File: config.mk
export PLATFORM = sky130hd
export DESIGN_NAME = chunked_adder
export DESIGN_NICKNAME = d
export VERILOG_FILES = /design/src/rtl/adder_pkg.sv /design/src/rtl/adder_slice.sv /design/src/rtl/chunked_adder.sv
export SDC_FILE = /design/constraint.sdc
export NUM_CORES = 1
export LEC_CHECK = 0
export CAP_MARGIN = 20
export CORE_ASPECT_RATIO = 0.75
export CORE_UTILIZATION = 50
export CTS_BUF_LIST = sky130_fd_sc_hd__clkbuf_8
export CTS_CLUSTER_DIAMETER = 120
export DETAILED_ROUTE_END_ITERATION = 7
export PLACE_DENSITY = 0.8
export SKIP_CTS_REPAIR_TIMING = 1
export SLEW_MARGIN = 20
export SYNTH_ARGS = -nofsm -noshare
export SYNTH_HDL_FRONTEND = slang
export SYNTH_SLANG_ARGS = --single-unit
export TNS_END_PERCENT = 30
File: constraint.sdc
create_clock -name clk -period 7.4 [get_ports clk]
set_clock_uncertainty 0.1 [all_clocks]
set_input_delay 1.48 -clock clk [delete_from_list [all_inputs] [get_ports clk]]
set_output_delay 1.48 -clock clk [all_outputs]
set_load 0.01 [all_outputs]
File: src/rtl/adder_pkg.sv
// Shared types and elaboration helpers for the chunked adder.
package adder_pkg;

    typedef enum logic [1:0] {IDLE, BUSY, DONE} state_e;

    function automatic int nchunk_f(input int width, input int chunk);
        return width / chunk;
    endfunction

    // The slice index needs at least one bit, even when there is only one slice.
    function automatic int idx_w_f(input int n);
        return (n <= 1) ? 1 : $clog2(n);
    endfunction

endpackage

File: src/rtl/adder_slice.sv
// Combinational CHUNK-bit adder that exposes the carry into its MSB for overflow detection.
module adder_slice #(
    parameter int CHUNK = 8
) (
    input  logic [CHUNK-1:0] a_i,
    input  logic [CHUNK-1:0] b_i,
    input  logic             c_i,
    output logic [CHUNK-1:0] s_o,
    output logic             c_o,
    output logic             c_msb_o
);

    assign {c_o, s_o} = {1'b0, a_i} + {1'b0, b_i} + {{CHUNK{1'b0}}, c_i};

    generate
        if (CHUNK == 1) begin : g_one_bit
            assign c_msb_o = c_i;
        end else begin : g_multi_bit
            logic [CHUNK-1:0] lo;
            assign lo = {1'b0, a_i[CHUNK-2:0]} + {1'b0, b_i[CHUNK-2:0]}
                      + {{(CHUNK-1){1'b0}}, c_i};
            assign c_msb_o = lo[CHUNK-1];
        end
    endgenerate

endmodule

File: src/rtl/chunked_adder.sv
// Multi-cycle WIDTH-bit adder/subtractor: one CHUNK-bit slice per cycle, LSB first,
// with a registered carry between slices and valid/ready handshakes on both sides.
module chunked_adder
    import adder_pkg::*;
#(
    parameter int WIDTH = 32,
    parameter int CHUNK = 8
) (
    input  logic             clk,
    input  logic             reset,
    input  logic             in_valid,
    output logic             in_ready,
    input  logic [WIDTH-1:0] a,
    input  logic [WIDTH-1:0] b,
    input  logic             cin,
    input  logic             sub,
    output logic             out_valid,
    input  logic             out_ready,
    output logic [WIDTH-1:0] sum,
    output logic             cout,
    output logic             ovf,
    output logic             zero
);

    localparam int NCHUNK = nchunk_f(WIDTH, CHUNK);
    localparam int IW     = idx_w_f(NCHUNK);
    localparam logic [IW-1:0] LAST_IDX = IW'(NCHUNK - 1);

    generate
        if ((WIDTH % CHUNK) != 0) begin : g_bad_cfg
            $fatal(1, "chunked_adder: WIDTH must be a multiple of CHUNK");
        end
    endgenerate

    state_e            state_q, state_d;
    logic [IW-1:0]     idx_q, idx_d;
    logic [WIDTH-1:0]  a_q, a_d, b_q, b_d;
    logic              carry_q, carry_d;
    logic [WIDTH-1:0]  sum_q, sum_d, sum_upd;
    logic              cout_q, cout_d, ovf_q, ovf_d, zero_q, zero_d, vld_q, vld_d;
    logic [CHUNK-1:0]  sl_s;
    logic              sl_c, sl_cm;

    assign in_ready = (state_q == IDLE) && !reset;

    adder_slice #(.CHUNK(CHUNK)) u_slice (
        .a_i     (a_q[idx_q*CHUNK +: CHUNK]),
        .b_i     (b_q[idx_q*CHUNK +: CHUNK]),
        .c_i     (carry_q),
        .s_o     (sl_s),
        .c_o     (sl_c),
        .c_msb_o (sl_cm)
    );

    always_comb begin
        state_d = state_q;
        idx_d   = idx_q;
        a_d     = a_q;
        b_d     = b_q;
        carry_d = carry_q;
        sum_d   = sum_q;
        cout_d  = cout_q;
        ovf_d   = ovf_q;
        zero_d  = zero_q;
        vld_d   = vld_q;
        sum_upd = sum_q;
        sum_upd[idx_q*CHUNK +: CHUNK] = sl_s;
        case (state_q)
            IDLE: begin
                if (in_valid && in_ready) begin
                    state_d = BUSY;
                    idx_d   = '0;
                    a_d     = a;
                    // Subtract is a + ~b + 1; a borrow-in removes that +1.
                    b_d     = sub ? ~b : b;
                    carry_d = cin ^ sub;
                end
            end
            BUSY: begin
                sum_d   = sum_upd;
                carry_d = sl_c;
                idx_d   = idx_q + 1'b1;
                if (idx_q == LAST_IDX) begin
                    state_d = DONE;
                    idx_d   = '0;
                    cout_d  = sl_c;
                    ovf_d   = sl_cm ^ sl_c;
                    zero_d  = (sum_upd == '0);
                    vld_d   = 1'b1;
                end
            end
            DONE: begin
                if (out_ready) begin
                    state_d = IDLE;
                    vld_d   = 1'b0;
                end
            end
            default: state_d = IDLE;
        endcase
    end

    always_ff @(posedge clk) begin
        if (reset) begin
            state_q <= IDLE;
            idx_q   <= '0;
            carry_q <= 1'b0;
            sum_q   <= '0;
            cout_q  <= 1'b0;
            ovf_q   <= 1'b0;
            zero_q  <= 1'b0;
            vld_q   <= 1'b0;
        end else begin
            state_q <= state_d;
            idx_q   <= idx_d;
            carry_q <= carry_d;
            sum_q   <= sum_d;
            cout_q  <= cout_d;
            ovf_q   <= ovf_d;
            zero_q  <= zero_d;
            vld_q   <= vld_d;
        end
    end

    // Operand registers carry no control meaning, so they are not reset.
    always_ff @(posedge clk) begin
        a_q <= a_d;
        b_q <= b_d;
    end

    assign out_valid = vld_q;
    assign sum       = sum_q;
    assign cout      = cout_q;
    assign ovf       = ovf_q;
    assign zero      = zero_q;

endmodule

==> results by group <==
Layout
  • Layout cells sized above 1: 0.1000
  • Design area: 6095 sq um
  • # nets final: 550
  • P&R area growth vs syn: 29.31%
  • N_diodes: 0

Power
  • PwrDens: 204.5 nW/um^2
  • Max IR drop VDD: 126.9 uV
  • Power consumption: 1.247 mW
  • Leakage power: 2.107 nW

STA
  • Final hold vios: 0
  • Final slew viol count: 0
  • Worst Tran Pin Value: 1.066 ns
  • RSZ-0062 raised after global routing: no
  • Final period util: 0.6149
  • Achievable frequency: 0.2198 GHz
  • Worst hold slack: 0.4094 ns
  • Setup violators final: 0
  • Relative slew slack: 0.2875
  • Final setup margin: 2.850 ns
  • Tmin final: 4.550 ns
  • Fin Setup TNS: 0 ns

Detailed routing
  • Routed len/inst: between 15 and 20 microns
  • Initial DRC count: 241
  • Initial DRT Pass Iterations: 5
  • DR vias: around 3200
  • DRC: 0
  • Detailed Route WL: just under 10000 microns
  • Via density: 5.431
  • ANT nets after route: 0

Synthesis
  • EDFF count, synth: 64
  • Unique cell type count in the Yosys netlist: 47
  • Total number of yosys warnings: 0
  • Post-synthesis sequential area ratio: 0.5819
  • Synth Flop Type: edfxtp_1
  • Flops & latches, synth: 105
  • Post-Syn Area: 4713 sq um
  • Synthesized net count: 446
  • Avg Synthesized Cell Area: 13.06 sq um
  • Ys async rst share: 0
  • Gate Count Post-Synth: 361

Global route
  • Total track usage: 0.2076
  • Largest net degree at the start of global routing: 67
  • Antenna violations before repair: 0
  • Global-route wire length before repair: about 15000 microns
  • Vias in the first global route: 3123
  • Grt ovf: 0

Worst setup path
  • CP bufs+invs: 3
  • Worst path required time: 5.82 ns
  • Largest stage delay on the critical path: 0.58 ns
  • CP Class: input port to primary output
  • Critical path launch point type: input port
  • Most frequent CP cell: clkdlybuf4s50_1
  • Cell count along the critical path: 4
  • Crit end category: primary output
  • Worst setup path end: in_ready
  • Family with the most delay on the worst path: buffers and inverters
  • Crit-path max FO: 43
  • Internal reg-to-reg setup slack: 3.63 ns
  • CP cell instances: clkdlybuf4s50_1 > buf_4 > nor3_1 > clkdlybuf4s50_1
  • RR Endpoint: ovf
  • Worst Path Arrival: 2.97 ns
  • R2R cell count: 9
  • Setup crit start: reset
  • FF-to-FF Start: idx_q[0]
  • Worst path slowest cell: clkdlybuf4s50_1

Place
  • Placed Area: 5881 sq um
  • Placer Congestion: 0.8892
  • DP Wirelength: 6978 microns
  • Buffers on Ports: 106
  • Setup WS pre-CTS: around 2.8 ns

Worst hold path
  • HP Class: flop to flop

Floorplanning
  • Top-Level Pins: 107
  • Die ar.: 9823 sq um
  • DIE WIDTH: roughly 110 microns
  • FP Rows: 30
  • Core ar.: 9084 sq um
  • Die height: ~86 microns
  • Initial core utilization: 0.5189

Clock tree
  • CTS tree: built
  • Maximum buffer depth of the clock tree: 2
  • Total CTS buffers: 9
  • Root buffer cell: clkbuf_8
  • Later-pin clock latency in the skew report: 0.37 ns
  • Htree depth: 3
  • Clk pin slew, worst setup/hold paths: 0.09 ns
  • Clk sinks: 105

Flow run
  • Max_cap viols: 0

Outcome
  • Outcome: finished, final reports clean
worst min path at each step:
| stage | from | depth (start not counted) | to | slack, ns |
|---|---|---|---|---|
| 2_1_floorplan | state_q[1] | 1 | state_q[0] | 0.40 |
| 5_1_grt | cout | 2 | cout | 0.43 |
| 3_3_place_gp | ovf | 2 | ovf | 0.39 |
| 4_1_cts | cout | 2 | cout | 0.41 |
| 3_5_place_dp | cout | 2 | cout | 0.39 |
| 6_report | cout | 2 | cout | 0.41 |
per-stage QoR:
step                        util  instances
final                     0.6709        598
after CTS                 0.6702        598
after detailed placement  0.6474        582
after global placement    0.6474        582
after global routing      0.6709        598
after floorplan                -        361
cell usage after synthesis (4+ instances only):
cell type | instances | area (sq um)
edfxtp_1 | 64 | 1922
nor2_1 | 52 | 195.2
dfxtp_1 | 41 | 820.8
a22oi_1 | 35 | 262.8
xor2_1 | 33 | 289.0
mux4_2 | 16 | 360.4
ha_1 | 13 | 162.7
clkbuf_1 | 12 | 45.04
a21oi_1 | 10 | 50.05
nand2_1 | 8 | 30.03
nor3_1 | 8 | 40.04
xnor2_1 | 6 | 52.55
inv_1 | 5 | 18.77
nor4_1 | 5 | 31.28
mux2i_1 | 4 | 40.04
where the power goes:
part | total, mW | switching (mW) | internal [mW]
registers | 0.654 | 0.00863 | 0.646
logic | 0.228 | 0.122 | 0.106
clock network | 0.365 | 0.201 | 0.163
total | 1.25 | 0.332 | 0.915
worst register-to-register path, cell delays in order (launching register included):
cell and delay, ns:
dfxtp_1 0.32, buf_4 0.39, mux4_2 0.61, fa_1 0.42, fa_1 0.43, a21oi_1 0.18, o22ai_1 0.14, o41ai_1 0.66
xnor2_1 0.17, a211oi_1 0.27
final cells by class:
| type | instances | area (sq um) |
|---|---|---|
| Fill cell | 695 | 2989 |
| Sequential cell | 105 | 2743 |
| Multi-Input combinational cell | 233 | 1872 |
| Timing Repair Buffer | 111 | 1094 |
| Tap cell | 128 | 160.2 |
| Clock buffer | 9 | 123.9 |
| Clock inverter | 7 | 83.83 |
| Inverter | 5 | 18.77 |
flip-flops by register name (all words and copies together) (netlist names):
signal and flops:
out_valid 1, idx_q 2, carry_q 1, b_q 32, a_q 32, sum 32
cout 1, zero 1, ovf 1, state_q 2
per-layer routing:
metal / routed length, microns / global-route usage / up-vias / part of all wire
met5: 0 / 0 / - / 0
met4: 136 / 0.06730 / 0 / 0.014
met3: 656 / 0.05300 / 17 / 0.068
met2: 4525 / 0.3317 / 159 / 0.47
met1: 4346 / 0.2792 / 1509 / 0.45
li1: - / - / 1563 / -
cells in the final DEF, fill, tap and decap left out, drive strengths merged, types with 8 or more instances in the layout:
| master | synthesis | routed |
|---|---|---|
| nand2 | 9 | 9 |
| a22oi | 35 | 35 |
| dfxtp | 41 | 41 |
| ha | 13 | 13 |
| edfxtp | 64 | 64 |
| nor3 | 8 | 8 |
| clkbuf | 12 | 9 |
| clkdlybuf4s50 | 0 | 105 |
| a21oi | 10 | 10 |
| inv | 5 | 9 |
| nor2 | 52 | 52 |
| mux4 | 16 | 16 |
| xor2 | 33 | 33 |
cells by family after synthesis:
| family | count (synthesis) | share of synthesized area |
|---|---|---|
| flops | 105 | 0.5819 |
| simple gates | 90 | 0.09026 |
| compound gates | 68 | 0.1025 |
| xor+xnor | 39 | 0.07247 |
| buf+inv | 23 | 0.02256 |
| mux | 21 | 0.08734 |
| fa+ha+maj | 15 | 0.04301 |
Note: power is estimated with default switching activity, not from simulation.
